$ cat config.mk
export PLATFORM = sky130hd
export DESIGN_NAME = alu_arbiter_16
export DESIGN_NICKNAME = d
export VERILOG_FILES = /design/src/rtl/alu_arbiter_16.sv
export SDC_FILE = /design/constraint.sdc
export NUM_CORES = 1
export LEC_CHECK = 0
export ABC_AREA = 1
export CAP_MARGIN = 20
export CORE_MARGIN = 2
export CORE_UTILIZATION = 36
export DETAILED_ROUTE_END_ITERATION = 10
export PLACE_DENSITY = 0.82
export SYNTH_ARGS = -nofsm -noshare
export SYNTH_HDL_FRONTEND = slang
export SYNTH_SLANG_ARGS = --single-unit
$ cat constraint.sdc
create_clock -name clk -period 1.3 [get_ports clk]
set_clock_uncertainty 0.2 [all_clocks]
set_input_delay 0.26 -clock clk [delete_from_list [all_inputs] [get_ports clk]]
set_output_delay 0.26 -clock clk [all_outputs]
set_load 0.03 [all_outputs]
$ cat src/rtl/alu_arbiter_16.sv
// Two-requester front end for one shared combinational ALU.
// Round-robin arbitration, a registered operand stage that drives the ALU, and a
// registered valid/ready response carrying the result, requester id and an error flag.
module alu_arbiter_16 #(
    parameter int unsigned WIDTH = 16,
    parameter int unsigned CNT_W = 16
) (
    input  logic             clk,
    input  logic             rst_n,

    input  logic             req0_valid,
    output logic             req0_ready,
    input  logic [2:0]       req0_op,
    input  logic [WIDTH-1:0] req0_a,
    input  logic [WIDTH-1:0] req0_b,

    input  logic             req1_valid,
    output logic             req1_ready,
    input  logic [2:0]       req1_op,
    input  logic [WIDTH-1:0] req1_a,
    input  logic [WIDTH-1:0] req1_b,

    output logic [2:0]       alu_op,
    output logic [WIDTH-1:0] alu_a,
    output logic [WIDTH-1:0] alu_b,
    input  logic [WIDTH-1:0] alu_s,

    output logic             rsp_valid,
    input  logic             rsp_ready,
    output logic             rsp_id,
    output logic [WIDTH-1:0] rsp_data,
    output logic             rsp_err,
    output logic [CNT_W-1:0] op_count
);

    localparam logic [2:0] OpIllegal = 3'b111;

    typedef enum logic [1:0] {StIdle, StExec, StResp} state_e;

    state_e             state_q, state_d;
    logic               rr_q, rr_d;
    logic               id_q, id_d;
    logic [2:0]         alu_op_q, alu_op_d;
    logic [WIDTH-1:0]   alu_a_q, alu_a_d;
    logic [WIDTH-1:0]   alu_b_q, alu_b_d;
    logic [WIDTH-1:0]   rsp_data_q, rsp_data_d;
    logic               rsp_id_q, rsp_id_d;
    logic               rsp_err_q, rsp_err_d;
    logic [CNT_W-1:0]   cnt_q, cnt_d;

    logic               grant;
    logic               accept;

    // Arbitration: a lone requester wins; on a tie the RR pointer decides.
    // Ready is gated by rst_n so nothing looks accepted while reset is held.
    always_comb begin
        grant      = (req0_valid & req1_valid) ? rr_q : req1_valid;
        accept     = rst_n & (state_q == StIdle) & (req0_valid | req1_valid);
        req0_ready = accept & ~grant;
        req1_ready = accept & grant;
    end

    // Next-state logic: operand capture, result capture and response handshake.
    always_comb begin
        state_d    = state_q;
        rr_d       = rr_q;
        id_d       = id_q;
        alu_op_d   = alu_op_q;
        alu_a_d    = alu_a_q;
        alu_b_d    = alu_b_q;
        rsp_data_d = rsp_data_q;
        rsp_id_d   = rsp_id_q;
        rsp_err_d  = rsp_err_q;
        cnt_d      = cnt_q;
        unique case (state_q)
            StIdle: begin
                if (accept) begin
                    id_d     = grant;
                    alu_op_d = grant ? req1_op : req0_op;
                    alu_a_d  = grant ? req1_a  : req0_a;
                    alu_b_d  = grant ? req1_b  : req0_b;
                    state_d  = StExec;
                end
            end
            StExec: begin
                rsp_err_d  = (alu_op_q == OpIllegal);
                rsp_data_d = (alu_op_q == OpIllegal) ? '0 : alu_s;
                rsp_id_d   = id_q;
                state_d    = StResp;
            end
            StResp: begin
                if (rsp_ready) begin
                    cnt_d   = cnt_q + CNT_W'(1);
                    // Hand the next tie to whoever was not just served.
                    rr_d    = ~rsp_id_q;
                    state_d = StIdle;
                end
            end
            default: state_d = StIdle;
        endcase
    end

    // State registers with synchronous active-low reset.
    always_ff @(posedge clk) begin
        if (!rst_n) begin
            state_q    <= StIdle;
            rr_q       <= 1'b0;
            id_q       <= 1'b0;
            alu_op_q   <= '0;
            alu_a_q    <= '0;
            alu_b_q    <= '0;
            rsp_data_q <= '0;
            rsp_id_q   <= 1'b0;
            rsp_err_q  <= 1'b0;
            cnt_q      <= '0;
        end else begin
            state_q    <= state_d;
            rr_q       <= rr_d;
            id_q       <= id_d;
            alu_op_q   <= alu_op_d;
            alu_a_q    <= alu_a_d;
            alu_b_q    <= alu_b_d;
            rsp_data_q <= rsp_data_d;
            rsp_id_q   <= rsp_id_d;
            rsp_err_q  <= rsp_err_d;
            cnt_q      <= cnt_d;
        end
    end

    // Output drive straight from registers.
    always_comb begin
        alu_op    = alu_op_q;
        alu_a     = alu_a_q;
        alu_b     = alu_b_q;
        rsp_valid = (state_q == StResp);
        rsp_id    = rsp_id_q;
        rsp_data  = rsp_data_q;
        rsp_err   = rsp_err_q;
        op_count  = cnt_q;
    end

endmodule
==> run metrics <==
PortBufs=~160; layout cells sized above 1=a little under half; Die Ht=around 99 um; MaxCap Viol Count=0; initial antenna violation count=1; dpl cells=between 700 and 800; vias per cell=about 4.9; element type at the critical path end=output pin; Slew Limit Fails=0; Sum Neg Setup Slack=-16.94 ns; gpl congestion=0.815; Worst setup SP type=flop; post-layout util=75.2%; slew margin rel.=slightly above 80%; post-DR wirelength/cell=around 15 um; CP most frequent cell=nor2_4; slowest stage cell, crit path=dfxtp_4; initial drt markers=roughly 130; Sink Count=between 70 and 80; non-filler cells, final=824; Static Leak=between 0.002 and 0.003 uW; NetSw=between 1500 and 2000 uW; pwr/cell area=~940 nW/um^2; WS Path Type=reg2out; overall die width=between 90 and 100 um; status=complete, but fails checks; yosys warns=0; Sw Share=slightly below 30%; Syn-to-layout area delta=103%; Int Pwr=4330 uW; crit path buf inv count=2; largest net degree at the start of global routing=38; sequential-to-total area share from yosys stat=a little under half; Post-DP HPWL=around 7600 um; Mapped Area=about 3200 um^2; CP Cell Sequence=nor2_4, nand2_4, nor2_8, inv_4, nor2_4, buf_6; busiest layer in global routing=met2; syn_nets=581; CTS tree=yes; IO Pins=between 150 and 200; worst path required time=~0.84 ns; clock-pin slew on the worst setup and hold paths=0.08 ns; Slew @ Worst Pin=approximately 0.26 ns; DRC errors left=0; post-synthesis cell count=between 400 and 500; f_max=0.571 GHz; CTS H-tree depth=3; met2 usage=between 40% and 50%; Rows=34; Clock Latency Late Sink=about 0.33 ns; first-pass GRT wire length=between 15000 and 20000 um; Core Box Area=slightly below 9000 um^2; met1 Use GR=about 27%; Max FO, Critical Path=2; Final setup viols=83; Cell variety after synth=27; Routed Wire Length=12600 um; gr usage total=approximately 25%; setup ws final=-0.451 ns; Post-DRT Antenna Nets=0; RSZ-0062 raised after global routing=true; die area=slightly below 10000 um^2; Logic pwr share=29.2%; CP delay by family, top=simple AND/OR/NAND/NOR gates; met3 Use GR=5.74%; Initial Util=roughly 37%; Final Hold Viols=0; Arr. time, crit path=between 1 and 1.5 ns; HP Class=reg2reg; drt pass-1 iters=4; period utilization=135%; buffer depth of the longest clock path=2; maximum VDD drop=539 uV; vias in the first global route=roughly 4100; Flop pwr share=approximately 40%; syn_area_per_cell=6.61 um^2; violated checks=negative setup slack; cts bufs inserted=9; clk root buf=clkbuf_8; Vias=a little over 4000; FF+latch count, synth=73; final net count=around 800; Clock Power Share=30.8%; total gr overflow=0; max incr delay on CP=between 0.3 and 0.4 ns; Tmin final=1.75 ns
## synthesized netlist by cell type
library cell  number  share of area (%)
nand2_1          244                 28
dfxtp_1           73                 45
a21oi_1           58                9.0
nor2_1            35                4.1
inv_1             15                1.7
clkbuf_1          11                1.3
nand3_1            8                1.2
buf_2              7                1.1
inv_2              7               0.81
nand4_1            4               0.77
nor3_1             4               0.62
buf_4              3               0.70
o21ai_0            3               0.46
nand2_2            2               0.39
nor2_2             2               0.39
o21a_1             2               0.46
a211oi_1           1               0.23
a21o_1             1               0.23
ha_1               1               0.39
inv_4              1               0.19
nand3_2            1               0.31
nand3b_1           1               0.23
nor2_8             1               0.62
nor3_2             1               0.31
nor3b_2            1               0.39
o21bai_1           1               0.23
xor2_1             1               0.27
## power by group through the flow
| stage | Combinational [uW] | Sequential [uW] | Clock, uW |
|---|---|---|---|
| global route | 1890 | 2470 | 2030 |
| finish | 1790 | 2460 | 1890 |
| detailed placement | 1250 | 2470 | 0 |
| CTS | 1650 | 2450 | 1930 |
| floorplan | 435 | 2670 | 0 |
| global placement | 1230 | 2460 | 0 |
## metal layers
layer / wire length (um) / vias to the layer above
met1: 4770 / 1878
met4: 425 / 0
met5: 0 / -
li1: - / 1995
met3: 825 / 33
met2: 6630 / 165
## placed cells by master (no fill, tap or decap), drive strengths merged
master	n
clkdlybuf4s50	87
nand3b	1
nor2	38
dfxtp	73
nand4	4
nand2	246
nor3	5
dlygate4sd2	3
clkinv	3
nand3	9
clkbuf	12
clkinvlp	2
diode	1
o21ai	3
o21bai	1
xor2	1
inv	23
bufinv	1
a21o	1
o21a	2
nor3b	1
a21oi	58
a211oi	1
buf	139
ha	1
## flip-flops by register name (all words and copies together), names as in the netlist
| signal | flops |
|---|---|
| rr_q | 1 |
| alu_a | 16 |
| id_q | 1 |
| rsp_id | 1 |
| op_count | 16 |
| alu_op | 3 |
| rsp_data | 16 |
| alu_b | 16 |
| state_q | 2 |
| rsp_err | 1 |
## layout make-up
type	count	area [um^2]
Timing Repair inverter	2	15.0
Sequential cell	73	1590
Multi-Input combinational cell	372	1930
Tap cell	108	135
Clock inverter	4	48.8
Timing Repair Buffer	229	2550
Clock buffer	12	166
Fill cell	617	2160
Inverter	23	119
Antenna cell	1	2.50
## what timing repair did
action	4_1_cts	5_1_grt
hold buffers	0	0
setup endpoints to repair	135	131
endpoints found under the hold margin	0	0
pin swaps	19	9
resized for setup	190	84
buffers inserted	22	16
gates cloned	10	0
## worst paths after layout
| check | to | from | cells after the start | slack (ns) |
|---|---|---|---|---|
| setup reg to reg | alu_a[0] | state_q[1] | 10 | -0.40 |
| setup / recovery | req0_ready | state_q[1] | 6 | -0.45 |
| hold / removal | rr_q | rsp_id | 1 | 0.25 |
| hold reg to reg | rr_q | rsp_id | 1 | 0.25 |
## per-stage QoR
| stage | total power (uW) | setup WS [ns] | area [um^2] | hold WS, ns |
|---|---|---|---|---|
| after global routing | 6390 | -0.496 | 6560 | 0.255 |
| after global placement | 3690 | -0.524 | 5040 | 0.248 |
| after CTS | 6030 | -0.453 | 6230 | 0.242 |
| after floorplan | 3110 | -0.246 | 3350 | 0.203 |
| final | 6140 | -0.451 | 6560 | 0.249 |
| after detailed placement | 3720 | -0.574 | 5040 | 0.259 |
## worst register-to-register path: stages, from the launching register on
cell and delay, ns:
dfxtp_4 0.36, nor2_4 0.12, nand2_4 0.09, nor2_8 0.11
buf_4 0.12, buf_6 0.09, buf_12 0.14, buf_6 0.12
buf_16 0.10, nand2_1 0.07, a21oi_2 0.13
## cells by family after synthesis
group                    Yosys count  synth area share, %
AND/OR/NAND/NOR                  304                 37.7
flip-flops                        73                 45.2
AO/OA/AOI/OAI                     66                 10.6
buffers and inverters             44                 5.81
XOR/XNOR                           1                0.271
adder cells (fa/ha/maj)            1                0.387
Power figures use the tool's default switching activity.
==> patch 1: new RTL, same settings <==
Set the parameter `WIDTH` to 18 (it was 16).
--- a/src/rtl/alu_arbiter_16.sv
+++ b/src/rtl/alu_arbiter_16.sv
@@ -3,5 +3,5 @@
 // registered valid/ready response carrying the result, requester id and an error flag.
 module alu_arbiter_16 #(
-    parameter int unsigned WIDTH = 16,
+    parameter int unsigned WIDTH = 18,
     parameter int unsigned CNT_W = 16
 ) (
Ports: changed (8 resized); port bits go from 163 to 179. The function was not compared with the original's and may differ.
==> patch 1 against the unedited design <==
- sequential cell count is 6 higher
- non-clock buffer count is 33 higher
- combinational power is 20% higher
- area after synthesis is 7.7% higher
- wire length is 32% higher
- utilization is 3.8 points higher
- cell area is 12% higher
- count of clock-buffer cells in the layout stayed put
- worst setup slack worse by 8.4 ps
- register-to-register slack worse by 30 ps
- the run still ends with negative setup slack left
- power is 14% higher
==> patch 1: results (changes against the unedited design) <==
Parameter                              Value

Global routing
  Number of global-route vias before repair    4,634 (was 4,137)
  Global-route usage over all layers    27.5% (was 25.0%)
  Global-route wire length before repair    22.2 mm (was 19.5 mm)
  Initial antenna violation count    0 (was 1)

Cells and area
  Number of nets in the final layout    878 (was 802)
  Number of filler instances in the final layout    579 (was 617)
  Filler-free cell count of the finished design    910 (was 824)
  Antenna Diode Count    0 (was 1)
  Proportion of layout cells with a drive suffix above 1    46.5% (was 45.2%)
  Area of the multi-input gates    2100 sq um (was 1930 sq um)

Run status
  Run status    finished, violations left (unchanged)
  Failing checks    negative setup slack (unchanged)

Timing
  Count of final setup violators    101 (was 83)
  Hold Worst Slack    256 ps (was 249 ps)
  Post-route worst setup slack    -459 ps (was -451 ps)
  Final setup TNS    -20,200 ps (was -16,940 ps)

Place
  Number of port buffers    178 (was 162)
  Final estimated routing congestion in global placement    0.852 (was 0.815)
  Setup slack after placement    -596 ps (was -574 ps)
  Half-perimeter wire length of the detailed placement result    8.03 mm (was 7.57 mm)
  Number of cells in the design after placement    835 (was 763)

Worst setup path
  FF-to-FF setup slack    -430 ps (was -400 ps)

Route
  Post-DR wirelength/cell    18.4 microns (was 15.3 microns)
  Count of TritonRoute iterations in the first routing pass    7 (was 4)
  Number of DRC markers in iteration 0    339 (was 131)
  Met1 layer wirelength in the final routing    6.11 mm (was 4.77 mm)
  Amount of wire on met3 after detailed routing    1.44 mm (was 825 microns)
  Number of vias in the routed layout    4,791 (was 4,071)

Pwr
  Worst voltage drop across the vdd grid    0.622 mV (was 0.539 mV)
  Leak    3.19 nW (was 2.79 nW)

Logic synthesis
  Synth top cells by count    sky130_fd_sc_hd__nand2_1, sky130_fd_sc_hd__dfxtp_1, sky130_fd_sc_hd__a21oi_1, sky130_fd_sc_hd__nor2_1, sky130_fd_sc_hd__inv_1 (unchanged)
  Net count of the mapped netlist    631 (was 581)
  Sequential cell area fraction in the yosys report    45.4% (was 45.2%)
  Synth area leaders    sky130_fd_sc_hd__dfxtp_1, sky130_fd_sc_hd__nand2_1, sky130_fd_sc_hd__a21oi_1 (unchanged)

Worst hold path
  Count of cells along the worst hold path    3 (was 1)
  Type of the most critical hold path    in2reg (was reg2reg)

CTS
  Clock insertion delay at the later pin of the skew report    350 ps (was 330 ps)
[patch 1: final timing paths]
| path | from | endpoint |
|---|---|---|
| max | state_q[0] | req0_ready |
| min | alu_s[12] | rsp_data[12] |
| max reg2reg | state_q[0] | op_count[10] |
| min reg2reg | alu_a[3] | alu_a[3] |
[patch 1: where the power goes]
part / total (mW) / switching [mW] / internal (mW) / leakage, nW
Sequential: 2.66 / 0.106 / 2.55 / 0.682
Combinational: 2.14 / 1.04 / 1.11 / 2.39
Clock: 2.22 / 0.962 / 1.26 / 0.122
Total: 7.02 / 2.11 / 4.92 / 3.19
[patch 1: repair_timing]
| action | CTS | global route |
|---|---|---|
| resized for setup | 222 | 74 |
| gates cloned | 11 | 5 |
| setup endpoints to repair | 152 | 150 |
| pin swaps | 18 | 24 |
| setup buffers | 26 | 18 |
[patch 1: final cells by class]
class / instances / share of cell area, %
multi-input cells: 399 / 28.5
repair buffers: 262 / 41.2
well taps: 129 / 2.19
flip-flops and latches: 79 / 23.2
inverters: 25 / 1.65
clock inverters: 4 / 1.02
clock buffers: 12 / 2.26
[patch 1: logic make-up after synthesis]
| logic type | count (synthesis) | synth area share, % |
|---|---|---|
| xor+xnor | 1 | 0.252 |
| simple gates | 321 | 36.4 |
| buf+inv | 51 | 6.11 |
| flops | 79 | 45.4 |
| compound gates | 76 | 11.4 |
| fa+ha+maj | 1 | 0.359 |
[patch 1: per-layer routing]
metal  global-route usage [%]  vias up
met5                        0        -
met4                     16.3        0
met2                     48.0      315
met3                     4.99       75
met1                     31.1     2247
li1                         -     2154
[patch 1: tightest hold or removal path, stage by stage]
cell	delay, ps
sky130_fd_sc_hd__clkdlybuf4s50_1	400
sky130_fd_sc_hd__nand2_1	60
sky130_fd_sc_hd__a21oi_1	60
==> patch 2: new RTL, same settings <==
Without the edit above. Reset style: asynchronous (`rst_n`), changed in one clocked block. Comments in the files are not updated.
--- a/src/rtl/alu_arbiter_16.sv
+++ b/src/rtl/alu_arbiter_16.sv
@@ -102,5 +102,5 @@
 
     // State registers with synchronous active-low reset.
-    always_ff @(posedge clk) begin
+    always_ff @(posedge clk or negedge rst_n) begin
         if (!rst_n) begin
             state_q    <= StIdle;
Function: differs if rst_n is asserted again (counterexample within 4 cycles, from zero or initial values and one cycle with rst_n low); with rst_n held inactive, the same outputs for 10 cycles.
==> patch 2 against the unedited design <==
- the flow still finishes with violations (negative setup slack)
- cell area down 4.3%
- highest routed layer unchanged
- area after synthesis shrank 0.50%
- critical path depth is 1 lower
- sequential share of layout area grew 5.2 points
- utilization is 2.8 points lower
- count of clock-buffer cells in the layout fell by 2
- worst setup slack got worse by 71 ps
- wire length is 10% lower
- sequential cell count is the same
Power is not compared: it rests on default switching activity, and its combinational part moved more than twofold at a synthesized area within 25%.
==> patch 2: results (changes against the unedited design) <==
Parameter                              Value

Run status
  Run status    finished, violations left (unchanged)
  Failing checks    negative setup slack (unchanged)

Logic synthesis
  Post-synthesis cell count    360 (was 489)
  Synth area leaders    sky130_fd_sc_hd__dfrtp_1, sky130_fd_sc_hd__nand2_1, sky130_fd_sc_hd__nand3_1 (was sky130_fd_sc_hd__dfxtp_1, sky130_fd_sc_hd__nand2_1, sky130_fd_sc_hd__a21oi_1)
  Primary flip-flop cell chosen by synthesis mapping    sky130_fd_sc_hd__dfrtp_1 (was sky130_fd_sc_hd__dfxtp_1)

Worst hold path
  HP Start    req0_b[2] (was rsp_id)
  Type of the most critical hold path    in2reg (was reg2reg)

Global routing
  Initial antenna violation count    0 (was 1)
  Global-route wire length before repair    17.3 mm (was 19.5 mm)
  Pin count of the biggest net entering global routing    49 (was 38)
  Number of global-route vias before repair    3,602 (was 4,137)

Place
  Final estimated routing congestion in global placement    0.798 (was 0.815)
  Number of cells in the design after placement    645 (was 763)
  Setup slack after placement    -481 ps (was -574 ps)
  Half-perimeter wire length of the detailed placement result    7.21 mm (was 7.57 mm)
  Area of placed instances    5060 sq um (was 5040 sq um)

Cells and area
  Fraction of area in multi-input gates    21.6% (was 29.5%)
  Area Growth Syn to Fin    95.3% (was 103%)
  Number of filler instances in the final layout    620 (was 617)
  Clock-cell share of area    3.63% (was 3.28%)

Worst setup path
  Highest-delay cell along the critical path    sky130_fd_sc_hd__dfrtp_1 (was sky130_fd_sc_hd__dfxtp_4)
  Slowest Stage Delay on Critical Path    410 ps (was 360 ps)
  R2R Path End    alu_a[9] (was alu_a[0])
  R2R cell count    9 (was 10)
  Endpoint arrival time on the critical path    1360 ps (was 1290 ps)

Timing
  Count of final setup violators    143 (was 83)
  Final setup TNS    -25,860 ps (was -16,940 ps)
  Hold Worst Slack    261 ps (was 249 ps)
  Post-route worst setup slack    -522 ps (was -451 ps)

Route
  Vias per cell    4.83 (was 4.94)
patch 2: cell types whose count changed after synthesis, moves of 11 or more:
cell	delta
sky130_fd_sc_hd__nand2_1	-101
sky130_fd_sc_hd__dfxtp_1	-73
sky130_fd_sc_hd__clkbuf_1	-11
sky130_fd_sc_hd__a21oi_1	-58
sky130_fd_sc_hd__nand3_1	+36
sky130_fd_sc_hd__a22o_1	+16
sky130_fd_sc_hd__dfrtp_1	+73
sky130_fd_sc_hd__nor2_1	-18
patch 2: how the worst min path moves through the flow:
stage / to / cells past startpoint
floorplan: alu_a[0] / 0
global placement: op_count[15] / 3
detailed placement: op_count[14] / 3
CTS: alu_b[2] / 3
global route: alu_a[7] / 3
finish: alu_b[2] / 3
patch 2: repair_timing:
item | in CTS | in global routing
endpoints found under the hold margin | 73 | 0
gates resized for setup | 103 | 21
hold buffers | 1 | 0
cloned | 4 | 2
endpoints found under the setup margin | 144 | 192
setup buffers | 37 | 18
pin swaps | 10 | 8
patch 2: power by group through the flow:
stage	Combinational, mW	Clock, mW	Sequential [mW]
global route	7.42	2.19	3.99
CTS	6.64	2.08	3.87
finish	7.01	2.06	3.89
detailed placement	5.41	0	3.82
floorplan	1.28	0	5.47
global placement	5.31	0	3.80
patch 2: logic make-up (layout without fill, tap and decap cells):
family          after synthesis  count (layout)  synth area share (%)
compound gates               21              21                  5.22
flops                        73              73                  56.8
xor+xnor                     10              10                  2.72
buf+inv                      38             292                  5.57
simple gates                217             217                  29.3
fa+ha+maj                     1               1                 0.389
patch 2: metal layers:
metal  global-route usage [%]  vias up  part of all wire, %
met1                     25.2     1662                   38
met4                     7.59        0                  1.2
met2                     41.9      158                   54
met5                        0        -                    0
met3                     5.60       13                  6.9
li1                         -     1657                    -
